<file path="src/rtl/dmem_stream_pkg.sv">
// rtl/dmem_stream_pkg.sv - shared types and constants for the vector memory drain engine
package dmem_stream_pkg;

    localparam int LANE_W = 16;
    localparam int LANES  = 16;
    localparam int VEC_W  = LANE_W * LANES;

    typedef enum logic [2:0] {
        IDLE,
        REQ,
        WAIT,
        SHIFT,
        DONE
    } stream_state_t;

endpackage

</file>
<file path="src/rtl/lane_serializer.sv">
// rtl/lane_serializer.sv - 256-bit load/shift register that emits one lane at a time, lane 0 first
module lane_serializer #(
    parameter int LANE_W = 16,
    parameter int LANES  = 16,
    parameter int IDX_W  = $clog2(LANES)
) (
    input  logic                      clk,
    input  logic                      reset,
    input  logic                      load,
    input  logic                      shift,
    input  logic [LANE_W*LANES-1:0]   load_data,
    output logic [LANE_W-1:0]         out_data,
    output logic                      last_lane
);

    logic [LANE_W*LANES-1:0] shreg;
    logic [IDX_W-1:0]        lane_idx;

    // Load a fresh word, or drop the lane just accepted by shifting the next one into the low bits.
    always_ff @(posedge clk or posedge reset) begin
        if (reset) begin
            shreg    <= '0;
            lane_idx <= '0;
        end else if (load) begin
            shreg    <= load_data;
            lane_idx <= '0;
        end else if (shift) begin
            shreg    <= shreg >> LANE_W;
            lane_idx <= lane_idx + 1'b1;
        end
    end

    // Zeros fill in from the top, so a fully drained register presents 0 on out_data.
    assign out_data  = shreg[LANE_W-1:0];
    assign last_lane = (lane_idx == IDX_W'(LANES - 1));

endmodule

</file>
<file path="src/rtl/dmem_streamer.sv">
// rtl/dmem_streamer.sv - drains a range of 256-bit memory words as a stream of 16-bit lanes
module dmem_streamer #(
    parameter int ADDR_W = 8,
    parameter int LANE_W = 16,
    parameter int LANES  = 16
) (
    input  logic                     clk,
    input  logic                     reset,
    input  logic                     start,
    input  logic [ADDR_W-1:0]        base_addr,
    input  logic [ADDR_W:0]          num_words,
    output logic                     mem_rd_en,
    output logic [ADDR_W-1:0]        mem_addr,
    input  logic [LANE_W*LANES-1:0]  mem_q,
    output logic [LANE_W-1:0]        out_data,
    output logic                     out_valid,
    input  logic                     out_ready,
    output logic                     busy,
    output logic                     done
);

    import dmem_stream_pkg::*;

    stream_state_t       state_q;
    stream_state_t       state_d;
    logic [ADDR_W-1:0]   cur_addr;
    logic [ADDR_W:0]     remaining;
    logic                busy_q;
    logic                accept;
    logic                ser_load;
    logic                ser_shift;
    logic                last_lane;

    // State register.
    always_ff @(posedge clk or posedge reset) begin
        if (reset) begin
            state_q <= IDLE;
        end else begin
            state_q <= state_d;
        end
    end

    // Next-state and serializer control; a new start is taken only once busy has fallen.
    always_comb begin
        state_d   = state_q;
        accept    = 1'b0;
        ser_load  = 1'b0;
        ser_shift = 1'b0;
        case (state_q)
            IDLE: begin
                if (start && !busy_q) begin
                    accept  = 1'b1;
                    state_d = (num_words == '0) ? DONE : REQ;
                end
            end
            REQ: begin
                state_d = WAIT;
            end
            WAIT: begin
                ser_load = 1'b1;
                state_d  = SHIFT;
            end
            SHIFT: begin
                if (out_ready) begin
                    ser_shift = 1'b1;
                    if (last_lane) begin
                        state_d = (remaining != '0) ? REQ : DONE;
                    end
                end
            end
            DONE: begin
                state_d = IDLE;
            end
            default: begin
                state_d = IDLE;
            end
        endcase
    end

    // Address and word count: latched on accept, advanced as each word's read data is captured.
    always_ff @(posedge clk or posedge reset) begin
        if (reset) begin
            cur_addr  <= '0;
            remaining <= '0;
        end else if (accept) begin
            cur_addr  <= base_addr;
            remaining <= num_words;
        end else if (state_q == WAIT) begin
            cur_addr  <= cur_addr + 1'b1;
            remaining <= remaining - 1'b1;
        end
    end

    // Busy rises with the accepted start and stays up through DONE plus the following IDLE cycle.
    always_ff @(posedge clk or posedge reset) begin
        if (reset) begin
            busy_q <= 1'b0;
        end else if (accept) begin
            busy_q <= 1'b1;
        end else begin
            busy_q <= (state_q != IDLE);
        end
    end

    lane_serializer #(
        .LANE_W (LANE_W),
        .LANES  (LANES)
    ) u_lane_serializer (
        .clk       (clk),
        .reset     (reset),
        .load      (ser_load),
        .shift     (ser_shift),
        .load_data (mem_q),
        .out_data  (out_data),
        .last_lane (last_lane)
    );

    assign mem_rd_en = (state_q == REQ);
    assign mem_addr  = cur_addr;
    assign out_valid = (state_q == SHIFT);
    assign done      = (state_q == DONE);
    assign busy      = busy_q;

endmodule

</file>
<file path="config.mk">
export PLATFORM = sky130hd
export DESIGN_NAME = dmem_streamer
export DESIGN_NICKNAME = d
export VERILOG_FILES = /design/src/rtl/dmem_stream_pkg.sv /design/src/rtl/lane_serializer.sv /design/src/rtl/dmem_streamer.sv
export SDC_FILE = /design/constraint.sdc
export NUM_CORES = 1
export LEC_CHECK = 0
export ABC_AREA = 1
export CORE_MARGIN = 4
export CORE_UTILIZATION = 53
export DETAILED_ROUTE_END_ITERATION = 10
export GPL_ROUTABILITY_DRIVEN = 0
export PLACE_DENSITY = 0.87
export SLEW_MARGIN = 20
export SYNTH_ARGS = -nofsm -noshare
export SYNTH_HDL_FRONTEND = slang
export SYNTH_SLANG_ARGS = --single-unit
</file>
<file path="constraint.sdc">
create_clock -name clk -period 26 [get_ports clk]
set_input_delay 6.5 -clock clk [delete_from_list [all_inputs] [get_ports clk]]
set_output_delay 6.5 -clock clk [all_outputs]
set_load 0.03 [all_outputs]
</file>
==> metrics.md <==
| Metric | Value |
|---|---|
| Status | completed |
| Antenna violations before repair | 4 |
| CP required | just under 20000 ps |
| FF+latch count, synth | 281 |
| Clock transition at path regs | roughly 60 ps |
| Post-Synth XOR/XNOR Area | less than 1% |
| Vias in the first global route | 10800 |
| Synth unique cells | 29 |
| Worst Path Buf+Inv | 2 |
| Crit Path Max Fanout | 4 |
| Final core utilization | 70.9% |
| Slew of the pin with the lowest slew margin | 1290 ps |
| R2r endpoint | u_lane_serializer.shreg[154]$_DFFE_PP0P_ |
| Tot GR Track Use | 25.9% |
| Final hold vios | 0 |
| Drt total wl | 34500 um |
| Post-synthesis cell count | 1336 |
| Seq/Total Area, Yosys | 57.2% |
| Final setup fails | 0 |
| Antenna viol nets, final | 0 |
| Syn_nets | 1616 |
| Worst EP arrival | between 2000 and 2500 ps |
| Combinational family with the most area after synthesis | simple AND/OR/NAND/NOR gates |
| Setup TNS | 0 ps |
| Multiplexer share of the synthesized area | 0% |
| Post-synth EDFFs | 0 |
| DP Worst Slack | 17010 ps |
| Vias per Instance | 5.68 |
| Critical path origin | state_q[2]$_DFFE_PP0P_ |
| CP delay by family, top | buffers and inverters |
| Crit start category | register |
| Max-slew violation count | 0 |
| Worst-case clock buffer depth | 3 |
| Yosys warns | 0 |
| Crit Path Class | register to primary output |
| Final min period | 8570 ps |
| Core area | 22700 um2 |
| Layout area overhead | 31.1% |
| Post-CTS Setup Bufs | 0 |
| Largest net degree at the start of global routing | 246 |
| Placed Cells incl. Taps | 1830 |
| Row cnt | 55 |
| Combinational power share | 38.8% |
| DR pass1 iterations | 5 |
| Share of layout cells above drive strength 1 | 3.70% |
| Power Density | around 120 nW/um2 |
| Async S/R FF share, synth | between 90% and 100% |
| Reg2Reg Depth | 9 |
| # DRC | 0 |
| MaxCap Viol Count | 0 |
| Drt initial violations | 1083 |
| Clock Sinks | 281 |
| Post-synthesis compound-gate area fraction | 15.6% |
| TritonCTS clock tree | yes |
| # port buffers | 304 |
| Clock Power Share | 20.6% |
| Post-synthesis cell area | around 12000 um2 |
| Crit path depth | 4 |
| Seq pwr share | 40.7% |
| Layout Cells excl Fill | 1882 |
| # resized after CTS | 0 |
| First-pass GRT wire length | 54500 um |
| Max Freq | 0.117 GHz |
| Final worst path period share | about a third |
| Die Footprint | between 20000 and 30000 um2 |
| CP endpoint kind | primary output |
| HPWL Detailed | 22700 um |
| CP peak stage delay | between 600 and 700 ps |
| Routed WL per cell | 18.3 um |
| CP max stage cell | clkdlybuf4s50_1 |
| Worst vdd ir | 0.0773 mV |
| Clock skew | 19.9 ps |
| H-tree Lvls | 1 |
| Post-synthesis adder-cell area fraction | less than 1% |
| Root Driver | clkbuf_16 |
| Worst-skew pair later-pin latency | approximately 540 ps |
| Crit path to | out_valid |
| Final #Nets | 1858 |
| Ys flop type | dfrtp_1 |
| Slew Limit Headroom | 14.1% |
| Sw Pwr | 770 uW |
| Cts bufs inserted | 30 |
| RSZ-0062 raised after global routing | false |
| Die width | 160 um |
| Hold_buf cts | 0 |
| DIE HEIGHT | 160 um |
| Int Power | 1170 uW |
| Initial core utilization | 54.1% |
| Grt ovf | 0 |
| Routed vias | 10700 |
| Sw frac | 39.7% |
| Crit-path cells | nor2_2, nand2_1, inv_1, clkdlybuf4s50_1 |
| Reg2reg setup slack | 22570 ps |
| Reg-to-Reg Start | state_q[1]$_DFFE_PP0P_ |
| Pleak | ~0.0077 uW |
| Post-Syn Area per Cell | about 9 um2 |
| Fin worst setup slack | roughly 17000 ps |
| Hold crit path type | register to register |
| Num ports | about 310 |
| Synth Area in Simple Gates | 20.6% |
kinds of logic after synthesis:
group / count (synthesis)
XOR/XNOR: 5
AND/OR/NAND/NOR: 655
buffers and inverters: 133
adder cells (fa/ha/maj): 3
flip-flops: 281
AO/OA/AOI/OAI: 259
power groups by stage:
stage	Sequential, uW	Combinational, uW	Clock (uW)
final	789	753	399
after floorplan	759	575	0
after global routing	809	845	425
after CTS	785	755	407
after global placement	782	718	0
after detailed placement	786	749	0
metrics by stage:
stage | hold WS (ps) | instance area, um2 | power (uW)
floorplan | 443 | 12300 | 1330
global placement | 455 | 15200 | 1500
detailed placement | 459 | 15200 | 1530
CTS | 474 | 16100 | 1950
global route | 486 | 16100 | 2080
finish | 471 | 16100 | 1940
cell usage in the layout (no fill, tap or decap), types with 2 or more instances in the layout:
master,netlist,routed
nor2_1,25,25
clkdlybuf4s50_1,0,304
clkbuf_16,0,31
clkbuf_1,9,4
diode_2,0,3
nor2_4,1,2
inv_8,0,3
a21oi_1,3,3
nor3_1,4,4
inv_1,28,27
clkinv_2,0,5
o211ai_1,11,11
nand3_1,33,33
a22o_1,7,7
xor2_1,5,5
nand2_1,585,585
dfrtp_1,281,281
buf_4,17,6
o21ai_0,14,14
clkbuf_8,0,7
ha_1,3,3
buf_12,0,2
nand4_1,2,2
a22oi_1,221,221
flip-flops by register name, summed over array words and instances (netlist names):
register and cells:
remaining 9, u_lane_serializer.shreg 256, busy 1, state_q 3
mem_addr 8, u_lane_serializer.lane_idx 4
cell usage after synthesis (7+ instances only):
master	instances	area, um2
nand3_1	33	165
a22oi_1	221	1660
o211ai_1	11	82.6
a22o_1	7	61.3
inv_1	28	105
buf_6	10	113
buf_2	65	325
clkbuf_1	9	33.8
buf_4	17	128
o21ai_0	14	70.1
dfrtp_1	281	7030
nand2_1	585	2200
nor2_1	25	93.8
metal layers:
layer / up-vias / part of all wire (%) / track usage (%)
li1: 4963 / - / -
met1: 5161 / 38 / 32.9
met2: 478 / 49 / 42.8
met3: 81 / 8.8 / 6.37
met4: 2 / 4.1 / 10.7
met5: - / 0.038 / 0
area by class of cell:
| class | count | area, um2 |
|---|---|---|
| Clock inverter | 6 | 36.3 |
| Antenna cell | 3 | 7.51 |
| Fill cell | 1656 | 6600 |
| Tap cell | 285 | 357 |
| Timing Repair Buffer | 312 | 3130 |
| Multi-Input combinational cell | 922 | 4530 |
| Clock buffer | 42 | 887 |
| Inverter | 31 | 131 |
| Sequential cell | 281 | 7030 |
tightest hold or removal path: stages (launching register included):
cell	delay, ps
dfrtp_1	340
nand2_1	60
nand2_1	50
worst min path at each step:
stage,endpoint,cells past startpoint,startpoint
after floorplan,u_lane_serializer.shreg[240]$_DFFE_PP0P_,2,u_lane_serializer.shreg[240]$_DFFE_PP0P_
after global placement,u_lane_serializer.shreg[240]$_DFFE_PP0P_,2,u_lane_serializer.shreg[240]$_DFFE_PP0P_
after detailed placement,u_lane_serializer.shreg[240]$_DFFE_PP0P_,2,u_lane_serializer.shreg[240]$_DFFE_PP0P_
after CTS,u_lane_serializer.shreg[252]$_DFFE_PP0P_,2,u_lane_serializer.shreg[252]$_DFFE_PP0P_
after global routing,u_lane_serializer.shreg[249]$_DFFE_PP0P_,2,u_lane_serializer.shreg[249]$_DFFE_PP0P_
final,u_lane_serializer.shreg[249]$_DFFE_PP0P_,2,u_lane_serializer.shreg[249]$_DFFE_PP0P_
No activity file was read; power rests on OpenSTA's default activity.
